## config.mk

```make
export PLATFORM = sky130hd
export DESIGN_NAME = aes_dec_round_ctrl
export DESIGN_NICKNAME = d
export VERILOG_FILES = /design/src/rtl/aes_dec_round_ctrl.sv
export SDC_FILE = /design/constraint.sdc
export NUM_CORES = 1
export LEC_CHECK = 0
export CORE_AREA = 4 4 249 251
export CTS_CLUSTER_DIAMETER = 100
export DETAILED_ROUTE_END_ITERATION = 8
export DIE_AREA = 0 0 253 255
export PLACE_DENSITY = 0.45
export SYNTH_ARGS = -nofsm -noshare
export SYNTH_HDL_FRONTEND = slang
export SYNTH_SLANG_ARGS = --single-unit
```

## constraint.sdc

```tcl
create_clock -name clk -period 2.5 [get_ports clk]
set_input_delay 0.375 -clock clk [delete_from_list [all_inputs] [get_ports clk]]
set_output_delay 0.375 -clock clk [all_outputs]
set_load 0.02 [all_outputs]
```

## src/rtl/aes_dec_round_ctrl.sv

```systemverilog
// aes_dec_round_ctrl
// Sequencer for an iterative AES-128 decryptor.
// The key store and the inverse-round datapath sit outside this block. This
// block owns the 128-bit state register and the round counter. It selects the
// round key and the InvMixColumns enable for every step. It accepts ciphertext
// and presents plaintext over ready/valid handshakes.
//
// Optional feature: define AES_DEC_ABORT_EN to add the synchronous 'abort'
// input. Abort cancels a block that is in progress. Without the macro the port
// and its logic are not built.
//
// Flow of one block:
//   IDLE  : rk_addr=10. At accept, state <= in_data ^ rk_data (whitening with
//           round key 10). The counter is loaded with 9.
//   ROUND : rk_addr=counter, dp_mix=1. This state lasts 9 cycles, for
//           counter values 9 down to 1.
//   FINAL : rk_addr=0, dp_mix=0. This state lasts 1 cycle.
//   DONE  : out_valid=1. The block waits here for out_ready.
// out_valid is therefore high in the 11th cycle after the accept cycle.

module aes_dec_round_ctrl (
  input  logic         clk,
  input  logic         rst_n,
  // ciphertext input
  input  logic         in_valid,
  output logic         in_ready,
  input  logic [127:0] in_data,
  // plaintext output
  output logic         out_valid,
  input  logic         out_ready,
  output logic [127:0] out_data,
  // external round-key store (asynchronous read)
  output logic [3:0]   rk_addr,
  input  logic [127:0] rk_data,
  // external inverse-round datapath
  output logic [127:0] dp_state,
  output logic         dp_mix,
  input  logic [127:0] dp_result
`ifdef AES_DEC_ABORT_EN
  ,
  input  logic         abort
`endif
);

  typedef enum logic [1:0] {
    S_IDLE  = 2'd0,
    S_ROUND = 2'd1,
    S_FINAL = 2'd2,
    S_DONE  = 2'd3
  } state_t;

  localparam logic [3:0] LAST_KEY_IDX  = 4'd10;
  localparam logic [3:0] FIRST_ROUND   = 4'd9;
  localparam logic [3:0] FIRST_KEY_IDX = 4'd0;

  state_t       r_fsm;
  state_t       w_fsm_next;
  logic [127:0] r_state;
  logic [127:0] w_state_next;
  logic [3:0]   r_cnt;
  logic [3:0]   w_cnt_next;
  logic         w_cnt_illegal;

  // Counter values above 10 can only come from an upset. Such a value sends
  // the FSM back to IDLE and is never used as a key index.
  assign w_cnt_illegal = (r_cnt > LAST_KEY_IDX);

`ifdef AES_DEC_ABORT_EN
  logic w_abort;
  // Abort only acts while a block is being processed. It is ignored in IDLE
  // and DONE.
  assign w_abort = abort && ((r_fsm == S_ROUND) || (r_fsm == S_FINAL));
`endif

  // The state register drives the datapath and the plaintext output directly.
  assign dp_state = r_state;
  assign out_data = r_state;

  // Next-state, datapath-load and handshake decode for the round sequencer
  always_comb begin
    w_fsm_next   = r_fsm;
    w_state_next = r_state;
    w_cnt_next   = r_cnt;
    in_ready     = 1'b0;
    out_valid    = 1'b0;
    rk_addr      = LAST_KEY_IDX;
    dp_mix       = 1'b0;

    case (r_fsm)
      S_IDLE: begin
        in_ready = 1'b1;
        if (in_valid) begin
          // Initial AddRoundKey uses key 10, which is already on rk_addr.
          w_state_next = in_data ^ rk_data;
          w_cnt_next   = FIRST_ROUND;
          w_fsm_next   = S_ROUND;
        end
      end

      S_ROUND: begin
        rk_addr      = w_cnt_illegal ? LAST_KEY_IDX : r_cnt;
        dp_mix       = 1'b1;
        w_state_next = dp_result;
        if (r_cnt <= 4'd1) begin
          // Round 1 was the last full round. The counter stops at 0 and
          // never wraps.
          w_cnt_next = 4'd0;
          w_fsm_next = S_FINAL;
        end else begin
          w_cnt_next = r_cnt - 4'd1;
        end
      end

      S_FINAL: begin
        rk_addr      = FIRST_KEY_IDX;
        w_state_next = dp_result;
        w_fsm_next   = S_DONE;
      end

      S_DONE: begin
        out_valid = 1'b1;
        if (out_ready) begin
          w_fsm_next = S_IDLE;
        end
      end

      default: begin
        w_fsm_next = S_IDLE;
      end
    endcase

`ifdef AES_DEC_ABORT_EN
    // A cancelled block leaves no trace in the state register.
    if (w_abort) begin
      w_fsm_next   = S_IDLE;
      w_state_next = '0;
      w_cnt_next   = 4'd0;
    end
`endif

    // Recovery from an unreachable counter value.
    if (w_cnt_illegal) begin
      w_fsm_next = S_IDLE;
      w_cnt_next = 4'd0;
    end
  end

  // State register, round counter and FSM. Reset clears them immediately,
  // without waiting for clk.
  always_ff @(posedge clk or negedge rst_n) begin
    if (!rst_n) begin
      r_fsm   <= S_IDLE;
      r_state <= '0;
      r_cnt   <= 4'd0;
    end else begin
      r_fsm   <= w_fsm_next;
      r_state <= w_state_next;
      r_cnt   <= w_cnt_next;
    end
  end

endmodule

```

==> flow_summary.json <==
{
  "grt.total_usage": 0.104,
  "cp-end-kind": "output port",
  "synth_top_cells_by_area": "sky130_fd_sc_hd__dfrtp_1 (39%), sky130_fd_sc_hd__xnor2_1 (13%), sky130_fd_sc_hd__buf_4 (11%)",
  "synthArstFlopShare": 1.00,
  "postSynthNetCount": 1409,
  "yosysWarningCount": 0,
  "final_antenna_net_count": 0,
  "ios": 651,
  "worst_path_largest_cell_delay_ps": 650,
  "fmaxAchievable_mhz": 431,
  "n_antenna_cell": 0,
  "die-height_um": 255,
  "layout_min_cycle_time_ps": 2320,
  "number_of_antenna_violations_at_the_first_check_in_global_routing": 0,
  "share_of_power_burned_in_the_clock_network": 0.109,
  "die_area_mm2": 0.0645,
  "synthTopCellsByCount": "sky130_fd_sc_hd__dfrtp_1 (134), sky130_fd_sc_hd__a21oi_1 (133), sky130_fd_sc_hd__nor2_1 (131), sky130_fd_sc_hd__buf_4 (128), sky130_fd_sc_hd__xnor2_1 (128)",
  "htreeDepth": 4,
  "cellInternalPower_mw": 11.5,
  "power.share.switching": 0.481,
  "grt_overflow_total": 0,
  "seqCellArea_mm2": 0.00335,
  "gp_congestion": 0.743,
  "finalHoldViolations": 0,
  "max_cap_violations": 0,
  "yosysTopAreaCellShare": 0.391,
  "timing_worst_slew_pin_value_ps": 612,
  "final_layout_size_suffix_gt1_frac": 0.0966,
  "min_period_over_period": 0.929,
  "timing.critical_path.to": "dp_mix",
  "die_width_um": 253,
  "yosysTopAreaCell": "sky130_fd_sc_hd__dfrtp_1",
  "run_status": "finished clean",
  "via_count": 8429,
  "timing.critical_path.depth": 3,
  "worst-setup-path-type": "reg2out",
  "worst-endpoint-required_ps": 2120,
  "arrival_ps": 1950,
  "synth_seq_cells": 134,
  "cp-startpoint": "r_fsm[1]",
  "unrepaired_setup_endpoints_after_global_routing": "no",
  "ys_flop_type": "sky130_fd_sc_hd__dfrtp_1",
  "syn_area_per_cell_um2": 8.47,
  "floorplan.initialDensity": 0.143,
  "ys_types": 31,
  "setup_viol_count_final": 0,
  "cts_made_buffers": 17,
  "post-synth-top-count-cell": "sky130_fd_sc_hd__dfrtp_1",
  "final_net_count": 1926,
  "cts_tree": "built",
  "part_of_the_total_power_dissipated_in_combinational_logic": 0.686,
  "fin_skew_ps": 7.45,
  "clock_tree_root_buffer_cell": "sky130_fd_sc_hd__clkbuf_16",
  "chain_of_cells_forming_the_critical_path": "inv_1 > ha_4 > clkdlybuf4s50_1",
  "grt_start_max_net_pins": 106,
  "critical_path.reg2reg.startpoint": "r_fsm[0]",
  "cp-start-kind": "flop",
  "multi_input_comb_area_mm2": 0.00398,
  "wl_per_cell_um": 15.2,
  "via_count_normalized_by_instance_count": 3.63,
  "drc": 0,
  "portBuffers": 650,
  "clk_latency_ps": 460,
  "pwr-share-seq": 0.205,
  "synth_enable_flop_cells": 0,
  "fill_count": 6463,
  "worstRegToRegCells": 7,
  "drt_first_pass_iters": 6,
  "fin_ws_ps": 179,
  "part_of_the_yosys_area_used_for_sequential_elements": 0.391,
  "regToRegSetupSlack_ps": 350,
  "netSwitchingPower_mw": 10.7,
  "detailedRoute.firstIterationViolations": 241,
  "worst_path_dominant_cell_family": "buffers and inverters",
  "timing.critical_path.fanout_max": 13,
  "synth.cell_area_mm2": 0.00858,
  "power_density_mw_per_mm2": 1410,
  "grt_pass1_wl_um": 51600,
  "critical_path_buf_inv_count": 2,
  "min_path_type": "in2async",
  "total_wire_length_um": 35300,
  "static-leakage-power_nw": 5.98,
  "finalSetupTns_ps": 0,
  "finalMaxSlewViolations": 0,
  "first_global_vias": 8908,
  "holdWs_ps": 491,
  "fp.coreArea_mm2": 0.0599,
  "worst_setup_hold_path_clk_slew_ps": 60,
  "place_worst_setup_slack_ps": 216,
  "slew_headroom": 0.592,
  "crit_path_top_delay_cell": "sky130_fd_sc_hd__clkdlybuf4s50_1",
  "number_of_cells_produced_by_synthesis": 1013,
  "area.growth.synth_to_final_pct": 83.5,
  "ir_drop_v": 0.000744,
  "clock_tree.buffer_depth": 2,
  "r2r-end": "dp_state[26]",
  "post-dp-hpwl_um": 29100,
  "rows": 90,
  "cts_num_sinks": 134
}
per-layer routing:
metal	routed length (um)	GRT usage	vias to the layer above
li1	-	-	4230
met1	13600	0.115	3794
met2	18400	0.189	372
met3	2660	0.0348	33
met4	711	0.0362	0
met5	0	0	-
flip-flops by register name, summed over array words and instances, names as in the netlist:
name / cells
r_cnt: 4
r_fsm: 2
dp_state: 128
logic make-up (layout without fill, tap and decap cells):
logic type | count (synthesis) | in the layout | synth area share
buffers and inverters | 193 | 722 | 0.149
XOR/XNOR | 128 | 128 | 0.131
adder cells (fa/ha/maj) | 8 | 8 | 0.0117
flip-flops | 134 | 134 | 0.391
AO/OA/AOI/OAI | 271 | 271 | 0.177
multiplexers | 5 | 5 | 0.00641
AND/OR/NAND/NOR | 274 | 274 | 0.134
area by class of cell:
| class | instances | share of cell area |
|---|---|---|
| repair buffers | 684 | 0.435 |
| multi-input cells | 686 | 0.253 |
| flip-flops and latches | 134 | 0.213 |
| well taps | 782 | 0.0621 |
| clock buffers | 20 | 0.0284 |
| clock inverters | 11 | 0.00651 |
| inverters | 7 | 0.00167 |
repair_timing:
item,CTS,global route
setup endpoints to repair,6,2
resized for setup,7,5
hold buffers,1,0
setup buffers,0,0
hold endpoints to repair,50,0
how the worst min path moves through the flow:
| stage | slack (ps) | to | from | depth (start not counted) |
|---|---|---|---|---|
| 3_3_place_gp | 420 | dp_state[5] | rst_n | 1 |
| 4_1_cts | 480 | dp_state[5] | rst_n | 2 |
| 2_1_floorplan | 80 | dp_state[0] | rst_n | 0 |
| 3_5_place_dp | 430 | dp_state[5] | rst_n | 1 |
| 6_report | 490 | dp_state[5] | rst_n | 2 |
| 5_1_grt | 510 | dp_state[107] | dp_result[107] | 3 |
power groups by stage:
stage	registers (mW)	clock network (mW)	logic [mW]
global route	4.74	2.65	16.8
global placement	4.61	0	15.4
CTS	4.62	2.58	15.6
floorplan	5.39	0	8.96
finish	4.56	2.41	15.2
detailed placement	4.63	0	15.6
cells in the final DEF, fill, tap and decap left out, types with 2 or more instances in the layout:
cell type	count
sky130_fd_sc_hd__nor2_1	131
sky130_fd_sc_hd__clkbuf_16	17
sky130_fd_sc_hd__o21ai_0	92
sky130_fd_sc_hd__a21oi_1	133
sky130_fd_sc_hd__clkinvlp_4	3
sky130_fd_sc_hd__xnor2_1	128
sky130_fd_sc_hd__buf_4	25
sky130_fd_sc_hd__dfrtp_1	133
sky130_fd_sc_hd__clkinv_2	3
sky130_fd_sc_hd__o21ai_2	40
sky130_fd_sc_hd__clkdlybuf4s50_1	644
sky130_fd_sc_hd__buf_12	8
sky130_fd_sc_hd__inv_1	7
sky130_fd_sc_hd__inv_6	2
sky130_fd_sc_hd__nand2_2	40
sky130_fd_sc_hd__mux2i_1	3
sky130_fd_sc_hd__clkbuf_1	2
sky130_fd_sc_hd__clkinv_4	2
sky130_fd_sc_hd__or3_1	2
sky130_fd_sc_hd__nand2_1	94
sky130_fd_sc_hd__ha_4	2
sky130_fd_sc_hd__nor2b_1	3
sky130_fd_sc_hd__ha_1	6
sky130_fd_sc_hd__dlygate4sd2_1	3
stage by stage:
step	cell area [um2]	util	std cells	power, mW
after floorplan	8580	-	1013	14.4
after global placement	15200	0.253	2292	20.0
after detailed placement	15200	0.253	2292	20.2
after CTS	15800	0.263	2324	22.8
after global routing	15700	0.263	2324	24.2
final	15700	0.263	2324	22.2
No activity file was read; power rests on OpenSTA's default activity.
